File: src/rtl/sn74xx597_frame_if.sv
// Control/data bus of the sn74xx597_frame serializer.
// The master drives the controls; the slave is the serializer itself.
interface sn74xx597_frame_if #(parameter int WIDTH = 8);
  logic             sclr;
  logic             rld;
  logic [WIDTH-1:0] din;
  logic             cload;
  logic             sen;
  logic             dir;
  logic             ser;
  logic             start;
  logic [WIDTH-1:0] q;
  logic             qs;
  logic             busy;
  logic             done;

  modport master (
    output sclr, rld, din, cload, sen, dir, ser, start,
    input  q, qs, busy, done
  );

  modport slave (
    input  sclr, rld, din, cload, sen, dir, ser, start,
    output q, qs, busy, done
  );
endinterface

File: src/rtl/sn74xx597_frame.sv
// Parametrised '597-style latched shift register: storage register feeding a
// bidirectional shifter, with an auto-frame sequencer that shifts out a whole word.
module sn74xx597_frame #(
  parameter int               WIDTH = 8,
  parameter logic [WIDTH-1:0] INIT  = '0
) (
  input  logic               clk,
  input  logic               rst,
  sn74xx597_frame_if.slave   bus
);

  localparam int CW = $clog2(WIDTH);
  localparam logic [CW-1:0] LAST = CW'(WIDTH - 1);

  typedef enum logic [1:0] {
    IDLE  = 2'd0,
    SHIFT = 2'd1
  } state_t;

  state_t           state;
  logic [WIDTH-1:0] storage;
  logic [WIDTH-1:0] q;
  logic [CW-1:0]    cnt;
  logic             dir_r;
  logic             busy;
  logic             done;
  logic             eff_dir;

  function automatic logic [WIDTH-1:0] shifted(input logic [WIDTH-1:0] v,
                                               input logic d, input logic s);
    if (d) return {s, v[WIDTH-1:1]};
    else   return {v[WIDTH-2:0], s};
  endfunction

  // Storage is independent of the frame; its old value is what every transfer sees.
  always_ff @(posedge clk) begin
    if (rst)          storage <= INIT;
    else if (bus.rld) storage <= bus.din;
  end

  always_ff @(posedge clk) begin
    if (rst) begin
      state <= IDLE;
      q     <= '0;
      cnt   <= '0;
      dir_r <= 1'b0;
      busy  <= 1'b0;
      done  <= 1'b0;
    end else begin
      done <= 1'b0;
      if (bus.sclr) begin
        state <= IDLE;
        q     <= '0;
        cnt   <= '0;
        busy  <= 1'b0;
      end else begin
        case (state)
          IDLE: begin
            if (bus.start) begin
              q     <= storage;
              dir_r <= bus.dir;
              cnt   <= '0;
              busy  <= 1'b1;
              state <= SHIFT;
            end else if (bus.cload) begin
              q <= storage;
            end else if (bus.sen) begin
              q <= shifted(q, bus.dir, bus.ser);
            end
          end
          SHIFT: begin
            q <= shifted(q, dir_r, bus.ser);
            if (cnt == LAST) begin
              cnt   <= '0;
              busy  <= 1'b0;
              done  <= 1'b1;
              state <= IDLE;
            end else begin
              cnt <= cnt + 1'b1;
            end
          end
          default: begin
            state <= IDLE;
            cnt   <= '0;
            busy  <= 1'b0;
          end
        endcase
      end
    end
  end

  // The direction is frozen for the length of a frame so qs always tracks the leaving bit.
  assign eff_dir  = (state == SHIFT) ? dir_r : bus.dir;
  assign bus.qs   = eff_dir ? q[0] : q[WIDTH-1];
  assign bus.q    = q;
  assign bus.busy = busy;
  assign bus.done = done;

endmodule

File: src/flat_wrapper.sv
// flat-port wrapper written by rule: the top's interface ports become plain ports
module sn74xx597_frame_flat 
#(
  parameter int               WIDTH = 8,
  parameter logic [WIDTH-1:0] INIT  = '0
)
  (clk, rst, bus_sclr, bus_rld, bus_din, bus_cload, bus_sen, bus_dir, bus_ser, bus_start, bus_q, bus_qs, bus_busy, bus_done);
  sn74xx597_frame_if #(.WIDTH(WIDTH)) bus_i ();
  input  logic clk;
  input  logic rst;
  input wire logic [$bits(bus_i.sclr)-1:0] bus_sclr;
  input wire logic [$bits(bus_i.rld)-1:0] bus_rld;
  input wire logic [$bits(bus_i.din)-1:0] bus_din;
  input wire logic [$bits(bus_i.cload)-1:0] bus_cload;
  input wire logic [$bits(bus_i.sen)-1:0] bus_sen;
  input wire logic [$bits(bus_i.dir)-1:0] bus_dir;
  input wire logic [$bits(bus_i.ser)-1:0] bus_ser;
  input wire logic [$bits(bus_i.start)-1:0] bus_start;
  output wire logic [$bits(bus_i.q)-1:0] bus_q;
  output wire logic [$bits(bus_i.qs)-1:0] bus_qs;
  output wire logic [$bits(bus_i.busy)-1:0] bus_busy;
  output wire logic [$bits(bus_i.done)-1:0] bus_done;
  assign bus_i.sclr = bus_sclr;
  assign bus_i.rld = bus_rld;
  assign bus_i.din = bus_din;
  assign bus_i.cload = bus_cload;
  assign bus_i.sen = bus_sen;
  assign bus_i.dir = bus_dir;
  assign bus_i.ser = bus_ser;
  assign bus_i.start = bus_start;
  assign bus_q = bus_i.q;
  assign bus_qs = bus_i.qs;
  assign bus_busy = bus_i.busy;
  assign bus_done = bus_i.done;
  sn74xx597_frame #(.WIDTH(WIDTH), .INIT(INIT)) u_core (.clk(clk), .rst(rst), .bus(bus_i));
endmodule
File: config.mk
export PLATFORM = sky130hd
export DESIGN_NAME = sn74xx597_frame_flat
export DESIGN_NICKNAME = d
export VERILOG_FILES = /design/src/rtl/sn74xx597_frame_if.sv /design/src/rtl/sn74xx597_frame.sv /design/src/flat_wrapper.sv
export SDC_FILE = /design/constraint.sdc
export NUM_CORES = 1
export LEC_CHECK = 0
export ABC_AREA = 1
export CORE_ASPECT_RATIO = 1.25
export CORE_MARGIN = 4
export CORE_UTILIZATION = 45
export CTS_BUF_LIST = sky130_fd_sc_hd__clkbuf_16
export CTS_CLUSTER_SIZE = 40
export DETAILED_ROUTE_END_ITERATION = 6
export PLACE_DENSITY = 0.73
export SYNTH_ARGS = -nofsm -noshare
export SYNTH_HDL_FRONTEND = slang
export SYNTH_SLANG_ARGS = --single-unit
File: constraint.sdc
create_clock -name clk -period 2.6 [get_ports clk]
set_input_delay 0.52 -clock clk [delete_from_list [all_inputs] [get_ports clk]]
set_output_delay 0.52 -clock clk [all_outputs]
set_load 0.05 [all_outputs]
# Yosys cells after proc, flatten, opt, wreduce, memory -nomap -nowiden
# Cells that the tools add are included.
# classes
addsub	1
n_eq_ne	5
n_mux	18
bitwise_logic	2
reduce_logical	7
# op_table
operator	count
$mux W8	5
$pmux W8 S2	1
$mux W3	2
$pmux W3 S2	1
$mux W1	5
$mux W2	2
$ne A4 B4 Y1 const B	1
$pmux W2 S2	1
$reduce_and A2 Y1	2
$add A3 B1 Y3 const B	1
$eq A3 B3 Y1 const B	1
$reduce_and A3 Y1	1
$reduce_or A3 Y1	1
$eq A2 B1 Y1 const B	1
$logic_not A2 Y1	1
$ne A2 B1 Y1 const B	1
$ne A2 B2 Y1 const B	1
$not A1 Y1	2
$pmux W1 S2	1
$reduce_bool A2 Y1	1
$reduce_or A2 Y1	1
# totals
reg_bits	24
output_inout_bits	11
word_cells	40

# Longest topological paths before layout
# logic_depth
ltp_word	5
mapped_depth	7
mapped_depth_nobuf	6

# Worst setup path after synthesis
# No wires, ideal clock.
# synth_timing
path_type	register to output
from	register u_core.state[0]
to	output port bus_qs
t_arrival_ns	2.191
slack_ns	-0.111
path_stages_with_launch	5
path_buffers	2
path_cell_list	dfxtp_1 > buf_4 > buf_6 > o21ai_0 > o21ai_0
# synth_between
elab_chain_cells	3
# synth_lines
item	line	text
from (decl)	sn74xx597_frame.sv:20	state_t state;
from (signal assigned)	sn74xx597_frame.sv:43	state <= IDLE;
from (signal assigned)	sn74xx597_frame.sv:52	state <= IDLE;
from (signal assigned)	sn74xx597_frame.sv:64	state <= SHIFT;
$eq A2 B1 Y1	sn74xx597_frame.sv:93	assign eff_dir = (state == SHIFT) ? dir_r : bus.dir;
$mux W1	sn74xx597_frame.sv:93	
$mux W1	sn74xx597_frame.sv:94	assign bus.qs = eff_dir ? q[0] : q[WIDTH-1];
to (decl)	flat_wrapper.sv:20	output wire logic [$bits(bus_i.qs)-1:0] bus_qs;
# Every way passes these cells.

# Worst setup path in the final report
# layout_timing
from	input port bus_dir
to	output port bus_qs
# layout_between
elab_chain_cells	2
# layout_lines
item	line	text
from (decl)	flat_wrapper.sv:16	input wire logic [$bits(bus_i.dir)-1:0] bus_dir;
$mux W1	sn74xx597_frame.sv:93	
$mux W1	sn74xx597_frame.sv:94	
# Every way passes these cells.

==> results summary <==
The flow ran to the end, and the final reports show no timing, DRC or antenna violations. The minimum setup slack after placement came out at 346 ps. The yosys synthesis warning count came out at 0. The detailed-route wire length per cell is 11.6 um.

The total nets after synthesis is 219. VDD sags by at most 0.314 mV. The overall via count from detail_route is approximately 1,300. The region available for standard cell placement spans around 0.0025 mm2. The flip-flop and latch count after synthesis came out at 22.

The worst-skew pair later-pin latency came out at approximately 250 ps. The layout overhead on the synthesized area is 30.5%. Using the TritonRoute via totals, the vias-per-cell ratio works out to between 4 and 5. The number of pins with negative max-slew slack in the final report came to 0. The first-iteration detailed-routing DRC count came out at 40. In this run the tool buffered the top-level ports with 27 buffer cells. The post-layout instance area came out at 0.00161 mm2. The aggregate global-route resource usage is 0.179. In this run the core area contains 20 standard-cell rows.

The total routed wirelength is between 3000 and 4000 um. For the pin with the worst max-slew slack, the measured transition is around 500 ps. In this run the cell area measured after placement is 0.00153 mm2.

Traced cell by cell, the critical path runs through clkdlybuf4s50_1 -> inv_2 -> o21ai_0 -> nand2_1 -> o21ai_1 -> buf_12. The die area came out at 0.00364 mm2. The endpoint class of the critical path is an output port.

The count of cells resized by post-cts repair is 0. The number of H-tree branching levels is 1. The tree built by TritonCTS fans out to 22 sinks. The length of the first detailed-routing pass in iterations came out at 4. The longest clock path from root to sink contains 2 buffers. The number of hold buffers added after cts came out at 0.

The post-detailed-route count of antenna-violating nets is 0. The initial antenna violation count is 0. The tree is rooted in a sky130_fd_sc_hd__clkbuf_16. The final period demand of the worst path came out at 2280 ps. The critical path's largest stage delay is ~500 ps. The mean area per synthesized cell came out at 6.15 um2. The static leakage power is about 0.77 nW. By count the netlist is led by sky130_fd_sc_hd__nand2_1 (75), sky130_fd_sc_hd__dfxtp_1 (22), sky130_fd_sc_hd__inv_1 (22), sky130_fd_sc_hd__nor2_1 (20), sky130_fd_sc_hd__o21ai_0 (19).

The worst pin sits at a relative slew slack of 0.665. The height of the die is approximately 66 um. The setup slack after layout came out at roughly 320 ps. Counting the buffers created by CTS gives 3. Summed over all failing endpoints, the final setup total negative slack is 0 ps. The worst setup skew after layout is just under 5 ps. Based on the critical path, the design can be clocked at up to about 440 MHz. The path class of the tightest hold or removal check is flop to flop.

STA puts the critical path data required time at 2080 ps. The highest-delay cell along the critical path is sky130_fd_sc_hd__clkdlybuf4s50_1. The post-detailed-route DRC marker count is 0. The via count of the first global-routing pass is between 1,000 and 1,500. The share of the cycle needed by the critical path after routing came out at 0.878. The placed wire-length estimate is between 2000 and 2500 um. The total power divided by cell area is ~540 mW/mm2. Setup violations remaining at the end of the flow were counted as 0. The total congestion overflow came out at 0.

The share of post-route cells with drive strength above 1 is 0.0482. TritonCTS built the clock tree. The register area share after synthesis is 0.358. STA classifies the critical path startpoint as an input pin. The cell count after synthesis came out at 200. The number of setup buffers added after CTS is 0. The final net count is between 200 and 250. The critical path is of the input pin to output port type. The effective utilization at floorplan came out at 0.487. In the post-synthesis netlist, the biggest area contributors are sky130_fd_sc_hd__dfxtp_1 (36%), sky130_fd_sc_hd__nand2_1 (23%), sky130_fd_sc_hd__o21ai_0 (7.7%).

The diode insertion count for antenna repair is 0. The number of distinct library cells after synthesis is 15. The number of maximum-capacitance constraint violations came out at 0. The share of flip-flops with an asynchronous set or reset is 0.

After clock tree synthesis, the clock-pin slew on the worst setup and hold paths is 60 ps. The final count of hold timing violations is 0. The largest fanout of any net on the critical path came out at 9. The most common cell in the synthesized netlist is sky130_fd_sc_hd__nand2_1. The maximum number of pins on one net before global-route repair came out at 18. Setup repair after global routing left no endpoint under its margin. The data arrival time of the critical path is about 1800 ps. Yosys mapped a number of flops with a built-in enable equal to 0. The first-pass GRT wire length is 4890 um. Of the post-synthesis cell area, the dominant cell type holds 0.358. The final estimated routing congestion in global placement is around 0.85. The most used flip-flop cell after synthesis is sky130_fd_sc_hd__dfxtp_1. The number of I/O pins is 28.

Summed over all instances, the cell type with the most area after synthesis is sky130_fd_sc_hd__dfxtp_1. The horizontal extent of the die is about 55 um. The mapped netlist covers between 0.001 and 0.0015 mm2.
==> flip-flops by register name, summed over array words and instances, names as in the netlist <==
name and cells:
u_core.storage 8, u_core.state 1, u_core.bus.done 1, u_core.dir_r 1, u_core.cnt 3, u_core.bus.q 8
==> layout make-up <==
| type | instances | area [um2] |
|---|---|---|
| clock buffers | 3 | 75.1 |
| clock inverters | 1 | 3.75 |
| fillers | 244 | 922 |
| inverters | 25 | 93.8 |
| multi-input cells | 148 | 656 |
| flip-flops and latches | 22 | 440 |
| well taps | 33 | 41.3 |
| repair buffers | 29 | 295 |
==> metal layers <==
metal | routed length [um] | up-vias | part of all wire | GRT usage
li1 | - | 678 | - | -
met1 | 1330 | 564 | 0.44 | 0.230
met3 | 179 | 4 | 0.059 | 0.0336
met2 | 1460 | 44 | 0.48 | 0.286
met5 | 0 | - | 0 | 0
met4 | 41 | 0 | 0.014 | 0.0685
==> final timing paths <==
kind	slack, ps	cells past startpoint	start	to
max	320	6	bus_dir	bus_qs
min	490	2	u_core.cnt[2]	u_core.cnt[2]
max reg2reg	1330	5	u_core.state[0]	u_core.dir_r
min reg2reg	490	2	u_core.cnt[2]	u_core.cnt[2]
==> per-stage QoR <==
stage	total power, mW	instances	utilization	hold slack [ps]
after detailed placement	0.543	257	0.604	483
after global placement	0.540	257	0.604	455
after floorplan	0.482	200	-	443
after global routing	0.900	261	0.635	521
final	0.863	261	0.635	486
after CTS	0.868	261	0.635	492
==> layout by cell type, fill, tap and decap left out <==
| cell | Yosys | routed |
|---|---|---|
| sky130_fd_sc_hd__nor2_4 | 2 | 2 |
| sky130_fd_sc_hd__inv_2 | 2 | 2 |
| sky130_fd_sc_hd__o21ai_0 | 19 | 18 |
| sky130_fd_sc_hd__nand3_1 | 17 | 17 |
| sky130_fd_sc_hd__nor2_1 | 20 | 20 |
| sky130_fd_sc_hd__ha_1 | 2 | 2 |
| sky130_fd_sc_hd__clkinv_1 | 1 | 2 |
| sky130_fd_sc_hd__a21oi_1 | 12 | 12 |
| sky130_fd_sc_hd__buf_4 | 1 | 2 |
| sky130_fd_sc_hd__nand2_1 | 75 | 75 |
| sky130_fd_sc_hd__clkbuf_16 | 0 | 3 |
| sky130_fd_sc_hd__clkdlybuf4s50_1 | 0 | 26 |
| sky130_fd_sc_hd__o21ai_1 | 0 | 1 |
| sky130_fd_sc_hd__buf_12 | 0 | 1 |
| sky130_fd_sc_hd__dfxtp_1 | 22 | 22 |
| sky130_fd_sc_hd__nand2_4 | 1 | 1 |
| sky130_fd_sc_hd__inv_1 | 22 | 22 |
==> critical path, delay by kind of cell <==
family | cells | cell delay [ps]
buf+inv | 3 | 780
simple gates | 1 | 80
compound gates | 2 | 390
==> cells by family after synthesis <==
group / synth area share
simple gates: 0.387
compound gates: 0.126
fa+ha+maj: 0.0203
buf+inv: 0.109
flops: 0.358
==> where the power goes <==
part | internal [mW] | leakage [nW] | switching, mW | total, mW
sequential | 0.354 | 0.180 | 0.0117 | 0.366
combinational | 0.0681 | 0.551 | 0.104 | 0.172
clock | 0.205 | 0.0385 | 0.120 | 0.326
total | 0.627 | 0.770 | 0.236 | 0.863
Power figures use the tool's default switching activity.
